==> src/rtl/dmem_arbiter.sv <==
// dmem_arbiter: round-robin arbiter that shares one synchronous RAM port
// between the core load/store path, the hardware stack unit and the debug
// port. One access is issued per cycle from registered command outputs.
// Read data is returned two cycles after the grant, with an owner tag.
module dmem_arbiter #(
  parameter int ADDR_W    = 16,
  parameter int DATA_W    = 16,
  parameter int MEM_DEPTH = 4096
) (
  input  logic              clk,
  input  logic              rst,
  input  logic              core_req,
  input  logic              stk_req,
  input  logic              dbg_req,
  input  logic              core_we,
  input  logic              stk_we,
  input  logic              dbg_we,
  input  logic [ADDR_W-1:0] core_addr,
  input  logic [ADDR_W-1:0] stk_addr,
  input  logic [ADDR_W-1:0] dbg_addr,
  input  logic [DATA_W-1:0] core_wdata,
  input  logic [DATA_W-1:0] stk_wdata,
  input  logic [DATA_W-1:0] dbg_wdata,
  output logic              core_gnt,
  output logic              stk_gnt,
  output logic              dbg_gnt,
  output logic              core_rvalid,
  output logic              stk_rvalid,
  output logic              dbg_rvalid,
  output logic [DATA_W-1:0] rdata,
  output logic              err,
  output logic              mem_en,
  output logic              mem_we,
  output logic [ADDR_W-1:0] mem_addr,
  output logic [DATA_W-1:0] mem_wdata,
  input  logic [DATA_W-1:0] mem_rdata
);

  // Requester indices; also the bit positions in the gnt/rvalid vectors.
  localparam logic [1:0] IDX_CORE = 2'd0;
  localparam logic [1:0] IDX_STK  = 2'd1;
  localparam logic [1:0] IDX_DBG  = 2'd2;

  logic [2:0]              req_vec;
  logic [2:0]              we_vec;
  logic [2:0][ADDR_W-1:0]  addr_vec;
  logic [2:0][DATA_W-1:0]  wdata_vec;

  assign req_vec   = {dbg_req, stk_req, core_req};
  assign we_vec    = {dbg_we, stk_we, core_we};
  assign addr_vec  = {dbg_addr, stk_addr, core_addr};
  assign wdata_vec = {dbg_wdata, stk_wdata, core_wdata};

  logic [1:0]        last_reg;   // last granted requester
  logic              sel_valid;
  logic [1:0]        sel_idx;
  logic              sel_we;
  logic [ADDR_W-1:0] sel_addr;
  logic [DATA_W-1:0] sel_wdata;
  logic              sel_in_range;

  // Round-robin pick: search starts at the requester after the last grant.
  always_comb begin
    sel_valid = |req_vec;
    sel_idx   = IDX_CORE;
    case (last_reg)
      IDX_CORE: begin
        if (req_vec[IDX_STK])      sel_idx = IDX_STK;
        else if (req_vec[IDX_DBG]) sel_idx = IDX_DBG;
        else                       sel_idx = IDX_CORE;
      end
      IDX_STK: begin
        if (req_vec[IDX_DBG])       sel_idx = IDX_DBG;
        else if (req_vec[IDX_CORE]) sel_idx = IDX_CORE;
        else                        sel_idx = IDX_STK;
      end
      default: begin
        if (req_vec[IDX_CORE])     sel_idx = IDX_CORE;
        else if (req_vec[IDX_STK]) sel_idx = IDX_STK;
        else                       sel_idx = IDX_DBG;
      end
    endcase
    sel_we       = we_vec[sel_idx];
    sel_addr     = addr_vec[sel_idx];
    sel_wdata    = wdata_vec[sel_idx];
    sel_in_range = (32'(sel_addr) < MEM_DEPTH);
  end

  logic [2:0]        gnt_reg;
  logic              err_reg;
  logic              mem_en_reg;
  logic              mem_we_reg;
  logic [ADDR_W-1:0] mem_addr_reg;
  logic [DATA_W-1:0] mem_wdata_reg;

  // Issue stage: register the winner's command. Out-of-range accesses are
  // granted and flagged, but never enable the RAM.
  always_ff @(posedge clk or posedge rst) begin
    if (rst) begin
      gnt_reg       <= '0;
      err_reg       <= 1'b0;
      mem_en_reg    <= 1'b0;
      mem_we_reg    <= 1'b0;
      mem_addr_reg  <= '0;
      mem_wdata_reg <= '0;
      last_reg      <= IDX_DBG;
    end else begin
      gnt_reg    <= '0;
      err_reg    <= 1'b0;
      mem_en_reg <= 1'b0;
      mem_we_reg <= 1'b0;
      if (sel_valid) begin
        gnt_reg[sel_idx] <= 1'b1;
        err_reg          <= ~sel_in_range;
        mem_en_reg       <= sel_in_range;
        mem_we_reg       <= sel_we & sel_in_range;
        mem_addr_reg     <= sel_addr;
        mem_wdata_reg    <= sel_wdata;
        last_reg         <= sel_idx;
      end
    end
  end

  // Two-entry owner tag pipeline. Stage 0 covers the issue cycle, stage 1
  // the cycle in which mem_rdata is valid. The oor flag forces rdata to 0.
  logic       t0_valid, t1_valid;
  logic       t0_oor, t1_oor;
  logic [1:0] t0_owner, t1_owner;

  // Track each read's owner until its data returns.
  always_ff @(posedge clk or posedge rst) begin
    if (rst) begin
      t0_valid <= 1'b0;
      t0_oor   <= 1'b0;
      t0_owner <= IDX_CORE;
      t1_valid <= 1'b0;
      t1_oor   <= 1'b0;
      t1_owner <= IDX_CORE;
    end else begin
      t0_valid <= sel_valid & ~sel_we;
      t0_oor   <= ~sel_in_range;
      t0_owner <= sel_idx;
      t1_valid <= t0_valid;
      t1_oor   <= t0_oor;
      t1_owner <= t0_owner;
    end
  end

  logic [2:0]        rvalid_reg;
  logic [DATA_W-1:0] rdata_reg;

  // Return stage: capture RAM data and pulse the owner's rvalid.
  always_ff @(posedge clk or posedge rst) begin
    if (rst) begin
      rvalid_reg <= '0;
      rdata_reg  <= '0;
    end else begin
      rvalid_reg <= '0;
      if (t1_valid) begin
        rvalid_reg[t1_owner] <= 1'b1;
        rdata_reg            <= t1_oor ? '0 : mem_rdata;
      end
    end
  end

  assign core_gnt    = gnt_reg[IDX_CORE];
  assign stk_gnt     = gnt_reg[IDX_STK];
  assign dbg_gnt     = gnt_reg[IDX_DBG];
  assign core_rvalid = rvalid_reg[IDX_CORE];
  assign stk_rvalid  = rvalid_reg[IDX_STK];
  assign dbg_rvalid  = rvalid_reg[IDX_DBG];
  assign rdata       = rdata_reg;
  assign err         = err_reg;
  assign mem_en      = mem_en_reg;
  assign mem_we      = mem_we_reg;
  assign mem_addr    = mem_addr_reg;
  assign mem_wdata   = mem_wdata_reg;

endmodule

==> config.mk <==
export PLATFORM = sky130hd
export DESIGN_NAME = dmem_arbiter
export DESIGN_NICKNAME = d
export VERILOG_FILES = /design/src/rtl/dmem_arbiter.sv
export SDC_FILE = /design/constraint.sdc
export NUM_CORES = 1
export LEC_CHECK = 0
export CAP_MARGIN = 20
export CORE_MARGIN = 1.5
export CORE_UTILIZATION = 35
export CTS_BUF_LIST = sky130_fd_sc_hd__clkbuf_4
export CTS_CLUSTER_SIZE = 28
export DETAILED_ROUTE_END_ITERATION = 7
export PLACE_DENSITY_LB_ADDON = 0.05
export SETUP_SLACK_MARGIN = 0.05
export SYNTH_ARGS = -nofsm -noshare
export SYNTH_HDL_FRONTEND = slang
export SYNTH_SLANG_ARGS = --single-unit
==> constraint.sdc <==
create_clock -name clk -period 5.7 [get_ports clk]
set_input_delay 1.71 -clock clk [delete_from_list [all_inputs] [get_ports clk]]
set_output_delay 1.71 -clock clk [all_outputs]
set_load 0.02 [all_outputs]
==> results of run 1 <==
## power by group
part           switching, mW  internal [mW]  total (mW)
Sequential            0.0461          0.551       0.597
Combinational          0.237          0.257       0.494
Clock                  0.159          0.129       0.287
Total                  0.441          0.938        1.38
## routing by layer
layer | track usage, % | up-vias | wire [um]
met5 | 0 | - | 0
met3 | 7.51 | 5 | 829
met1 | 20.2 | 1219 | 3230
li1 | - | 1401 | -
met2 | 29.1 | 114 | 3720
met4 | 6.16 | 0 | 61
## synthesized netlist by cell type (2+ instances only)
library cell,n,share of area [%]
nor2_1,26,3.2
clkbuf_1,15,1.8
o2bb2ai_1,3,0.86
inv_1,19,2.3
nand3_1,3,0.49
and3_1,5,1.0
o21ai_0,36,5.9
buf_2,5,0.82
nand2_1,37,4.5
a21oi_1,19,3.1
o21ai_1,13,2.1
nor3_1,2,0.33
mux2i_1,30,9.8
nor2b_1,3,0.61
mux2_2,4,1.5
dfrtp_1,66,54
a22oi_1,11,2.7
## metrics by stage
stage                     instance area (um^2)  cells  hold slack (ns)
final                                     5020    589            0.356
after global routing                      5020    589            0.371
after CTS                                 5020    589            0.364
after detailed placement                  4900    574            0.336
after global placement                    4900    574            0.332
after floorplan                           3050    311            0.331
## final cells by class
cell class,count,area share (%)
sequential,67,33.4
clock inverter,6,1.15
clock buffer,9,1.35
multi-input combinational,203,24.5
timing repair buffer,179,35.5
inverter,20,1.49
tap,105,2.62
## worst min path at each step
stage                     startpoint  cells after the start               endpoint  slack (ns)
3_3_place_gp      t0_valid$_DFF_PP0_                      0     t1_valid$_DFF_PP0_        0.33
3_5_place_dp        t0_oor$_DFF_PP0_                      0       t1_oor$_DFF_PP0_        0.34
6_report       t0_owner[0]$_DFF_PP0_                      0  t1_owner[0]$_DFF_PP0_        0.36
2_1_floorplan       t0_oor$_DFF_PP0_                      0       t1_oor$_DFF_PP0_        0.33
4_1_cts           t0_valid$_DFF_PP0_                      0     t1_valid$_DFF_PP0_        0.36
5_1_grt        t0_owner[1]$_DFF_PP0_                      0  t1_owner[1]$_DFF_PP0_        0.37
## cells by family after synthesis
logic type	count (synthesis)	synth area share, %
mux	35	11.8
buf+inv	41	5.37
flops	67	54.9
compound gates	86	16.2
simple gates	82	11.8
## worst max-delay path, stage by stage
cell and delay (ns):
clkdlybuf4s50_1 0.67, inv_1 0.07, mux2i_1 0.31, o21ai_4 0.32, a221o_1 0.46, nor4_2 0.35
and3_1 0.20
## cells in the final DEF, fill, tap and decap left out, types with 2 or more instances in the layout
master and n:
inv_1 18, clkbuf_4 9, dfrtp_1 66, clkinv_2 3, nand3_1 3, a22oi_1 11, o21ai_0 36, buf_4 3
o2bb2ai_1 3, nor2_1 26, mux2_2 4, o21ai_1 12, mux2i_1 30, clkdlybuf4s50_1 176, nor2b_1 3, nand2_1 37
and3_1 5, a21oi_1 19, inv_2 2
==> run_results.csv, run 1 <==
group,metric,value,unit
critical_path,arrival,4.09,ns
detailed_routing,routed_via_density,4.65,
status,outcome,"completed",
power_and_ir_drop,p_per_area,275,nW/um^2
detailed_routing,drc,0,
clocking,cts_tree,"yes",
critical_path,start_kind,"primary input",
critical_path,r2r_slack,3.28,ns
sta,layout_worst_path_cycle_share,66.4,%
die,fp.dieH,96.4,um
sta,skew,0.0114,ns
critical_path,crit_path_start,"core_req",
flow_run,maxCapViolCount,0,
detailed_routing,drt_iter0_markers,95,
global_routing,grt_pass1_vias,2612,
yosys,async_flop_share,100,%
yosys,yosysSeqAreaShare,54.9,%
clocking,cts-root-buf,"clkbuf_4",
yosys,post_synth_num_cell_types,31,
detailed_routing,drt.antenna.violating_nets,0,
sta,final_hold_viol_count,0,
sta,max_freq,264,MHz
yosys,ys_ff_latch,67,
finish,fin_util,60.2,%
yosys,netlist_area,3050,um^2
yosys,netlist_instances,311,
hold_path,hp-class,"register to register",
critical_path,required,6.01,ns
clocking,cts_sinks,67,
die,coreArea,8340,um^2
power_and_ir_drop,ir_worst_vdd,120,uV
yosys,ys.flop_type,"dfrtp_1",
finish,multiInputGateArea,1230,um^2
critical_path,criticalPathCategory,"primary input to register",
clocking,clk_pin_slew_worst_paths,0.10,ns
yosys,synth-edff-count,0,
clocking,numCtsBuffers,9,
critical_path,crit_end,"mem_we$_DFF_PP0_",
yosys,yosys_warnings,0,
critical_path,timing.rr.start,"last_reg[1]$_DFFE_PP1P_",
sta,worst_slack,1.92,ns
power_and_ir_drop,power.total,1.38,mW
detailed_routing,wirelength,7850,um
sta,rsz0062_at_grt,"false",
power_and_ir_drop,p_leak,2.16,nW
global_routing,track_usage,17.5,%
die,rows,33,
sta,timing.setup.tns,0,ns
sta,maxSlewViolCount,0,
critical_path,endpoint_kind,"register",
die,dieArea,9300,um^2
critical_path,critPathMaxFanout,43,
critical_path,r2r_cells,5,
sta,tightest_slew,0.966,ns
clocking,clk_latency,0.38,ns
detailed_routing,num_vias,2739,
finish,diodes,0,
clocking,cts_resized,0,
finish,area_growth,64.4,%
global_routing,grt_start_max_net_pins,44,
clocking,cts.htree.levels,3,
global_routing,antenna_found_initial,0,
die,design.portCount,177,
clocking,clock_path_buffers,2,
finish,nets,600,
global_routing,grt_pass1_wl,12300,um
placed_design,place_ws,1.52,ns
detailed_routing,drtPass1Iterations,4,
die,initial_core_util,36.6,%
placed_design,gp_congestion,0.784,
finish,drive_gt1_share,5.99,%
sta,setup_violations,0,
sta,relSlewSlack,35.4,%
sta,finalCriticalPeriod,3.78,ns
placed_design,io_buffers,176,
global_routing,overflow,0,
yosys,synth_fp_nets,431,
critical_path,worst_r2r_endpoint,"mem_we$_DFF_PP0_",
placed_design,hpwl,6020,um
die,die_w,96.4,um
finish,fill_cells,751,
detailed_routing,routedWlPerCell,13.3,um
finish,seq_area,1680,um^2
yosys,synth.avg_cell_area,9.82,um^2
clocking,cts_hold_buf,0,
clocking,postCtsSetupBuffers,0,
Note: power is estimated with default switching activity, not from simulation.
==> inputs of run 2 (changes only) <==
==> constraint.sdc (replaced) <==
create_clock -name clk -period 3.9 [get_ports clk]
set_input_delay 1.17 -clock clk [delete_from_list [all_inputs] [get_ports clk]]
set_output_delay 1.17 -clock clk [all_outputs]
set_load 0.02 [all_outputs]
==> run_results.csv, run 2 (same netlist as run 1, synthesis figures left out) <==
group,metric,value,unit
sta,rsz0062_at_grt,"false",
die,design.portCount,177,
clocking,postCtsSetupBuffers,0,
sta,skew,0.0144,ns
clocking,clk_pin_slew_worst_paths,0.11,ns
hold_path,hp-class,"register to register",
critical_path,endpoint_kind,"register",
clocking,numCtsBuffers,9,
sta,timing.setup.tns,0,ns
sta,tightest_slew,0.961,ns
placed_design,place_ws,0.414,ns
finish,area_growth,65.5,%
detailed_routing,num_vias,2799,
die,dieArea,9300,um^2
clocking,cts_tree,"yes",
sta,hold_ws,0.357,ns
global_routing,grt_pass1_vias,2685,
finish,finish.instance_area,5050,um^2
sta,final_hold_viol_count,0,
clocking,cts_hold_buf,0,
finish,nets,601,
global_routing,track_usage,17.9,%
detailed_routing,routed_via_density,4.74,
clocking,cts.htree.levels,3,
power_and_ir_drop,p_leak,2.16,nW
placed_design,io_buffers,176,
critical_path,critPathMaxFanout,9,
die,die_w,96.4,um
detailed_routing,drc,0,
detailed_routing,wirelength,8140,um
sta,worst_slack,0.834,ns
detailed_routing,drt.antenna.violating_nets,0,
clocking,cts-root-buf,"clkbuf_4",
detailed_routing,drtPass1Iterations,4,
finish,seq_area,1680,um^2
detailed_routing,drt_iter0_markers,81,
power_and_ir_drop,power.total,1.99,mW
sta,layout_worst_path_cycle_share,78.6,%
finish,instances_no_fill,591,
sta,setup_violations,0,
finish,fill_cells,737,
sta,max_freq,326,MHz
clocking,cts_sinks,67,
die,rows,33,
critical_path,criticalPathCategory,"primary input to register",
sta,relSlewSlack,35.8,%
critical_path,arrival,3.40,ns
detailed_routing,routedWlPerCell,13.8,um
placed_design,gp_congestion,0.777,
finish,diodes,0,
global_routing,antenna_found_initial,0,
placed_design,place_inst,575,
global_routing,grt_start_max_net_pins,46,
critical_path,required,4.23,ns
clocking,clk_latency,0.39,ns
die,initial_core_util,36.6,%
clocking,cts_resized,0,
finish,drive_gt1_share,6.58,%
sta,finalCriticalPeriod,3.07,ns
finish,final_common_cell,"clkdlybuf4s50_1",
flow_run,maxCapViolCount,0,
global_routing,overflow,0,
placed_design,hpwl,6230,um
die,coreArea,8340,um^2
critical_path,start_kind,"primary input",
clocking,clock_path_buffers,2,
power_and_ir_drop,ir_worst_vdd,149,uV
placed_design,place_area,4940,um^2
sta,maxSlewViolCount,0,
finish,multiInputGateArea,1230,um^2
power_and_ir_drop,p_per_area,394,nW/um^2
global_routing,grt_pass1_wl,12400,um
die,fp.dieH,96.4,um
finish,mostFrequentLayoutCells,"clkdlybuf4s50_1, dfrtp_1, nand2_1",
status,outcome,"completed",
finish,fin_util,60.6,%
run 2: worst max-delay path, stage by stage:
cell and delay, ns:
clkdlybuf4s50_1 0.57, nor2b_1 0.37, a22oi_4 0.18, and3_1 0.23, a221o_1 0.29, nor4_2 0.37, and3_1 0.22
run 2: final timing paths:
| check | startpoint | to | slack [ns] | depth (start not counted) |
|---|---|---|---|---|
| max | core_req | mem_we$_DFF_PP0_ | 0.83 | 7 |
| max reg2reg | last_reg[1]$_DFFE_PP1P_ | mem_we$_DFF_PP0_ | 1.60 | 6 |
| min | t0_owner[1]$_DFF_PP0_ | t1_owner[1]$_DFF_PP0_ | 0.36 | 0 |
| min in group asynchronous | rst | rdata[0]$_DFFE_PP0P_ | 1.25 | 2 |
| max in group asynchronous | rst | last_reg[1]$_DFFE_PP1P_ | 1.94 | 3 |
| min reg2reg | t0_owner[1]$_DFF_PP0_ | t1_owner[1]$_DFF_PP0_ | 0.36 | 0 |
run 2: per-layer routing:
layer / up-vias / routed length (um) / track usage [%]
li1: 1396 / - / -
met1: 1271 / 3260 / 20.4
met2: 122 / 3920 / 30.2
met3: 10 / 855 / 6.89
met4: 0 / 111 / 6.88
met5: - / 0 / 0
run 2: final cells by class:
type,instances,area share (%)
Clock inverter,5,0.594
Clock buffer,11,1.63
Tap cell,105,2.60
Sequential cell,67,33.2
Multi-Input combinational cell,203,24.3
Inverter,20,1.49
Timing Repair Buffer,180,36.2
run 2: power breakdown:
group / switching, mW / leakage (nW) / total (mW) / internal [mW]
combinational: 0.350 / 1.27 / 0.734 / 0.385
sequential: 0.0677 / 0.836 / 0.874 / 0.806
clock: 0.241 / 0.0626 / 0.383 / 0.142
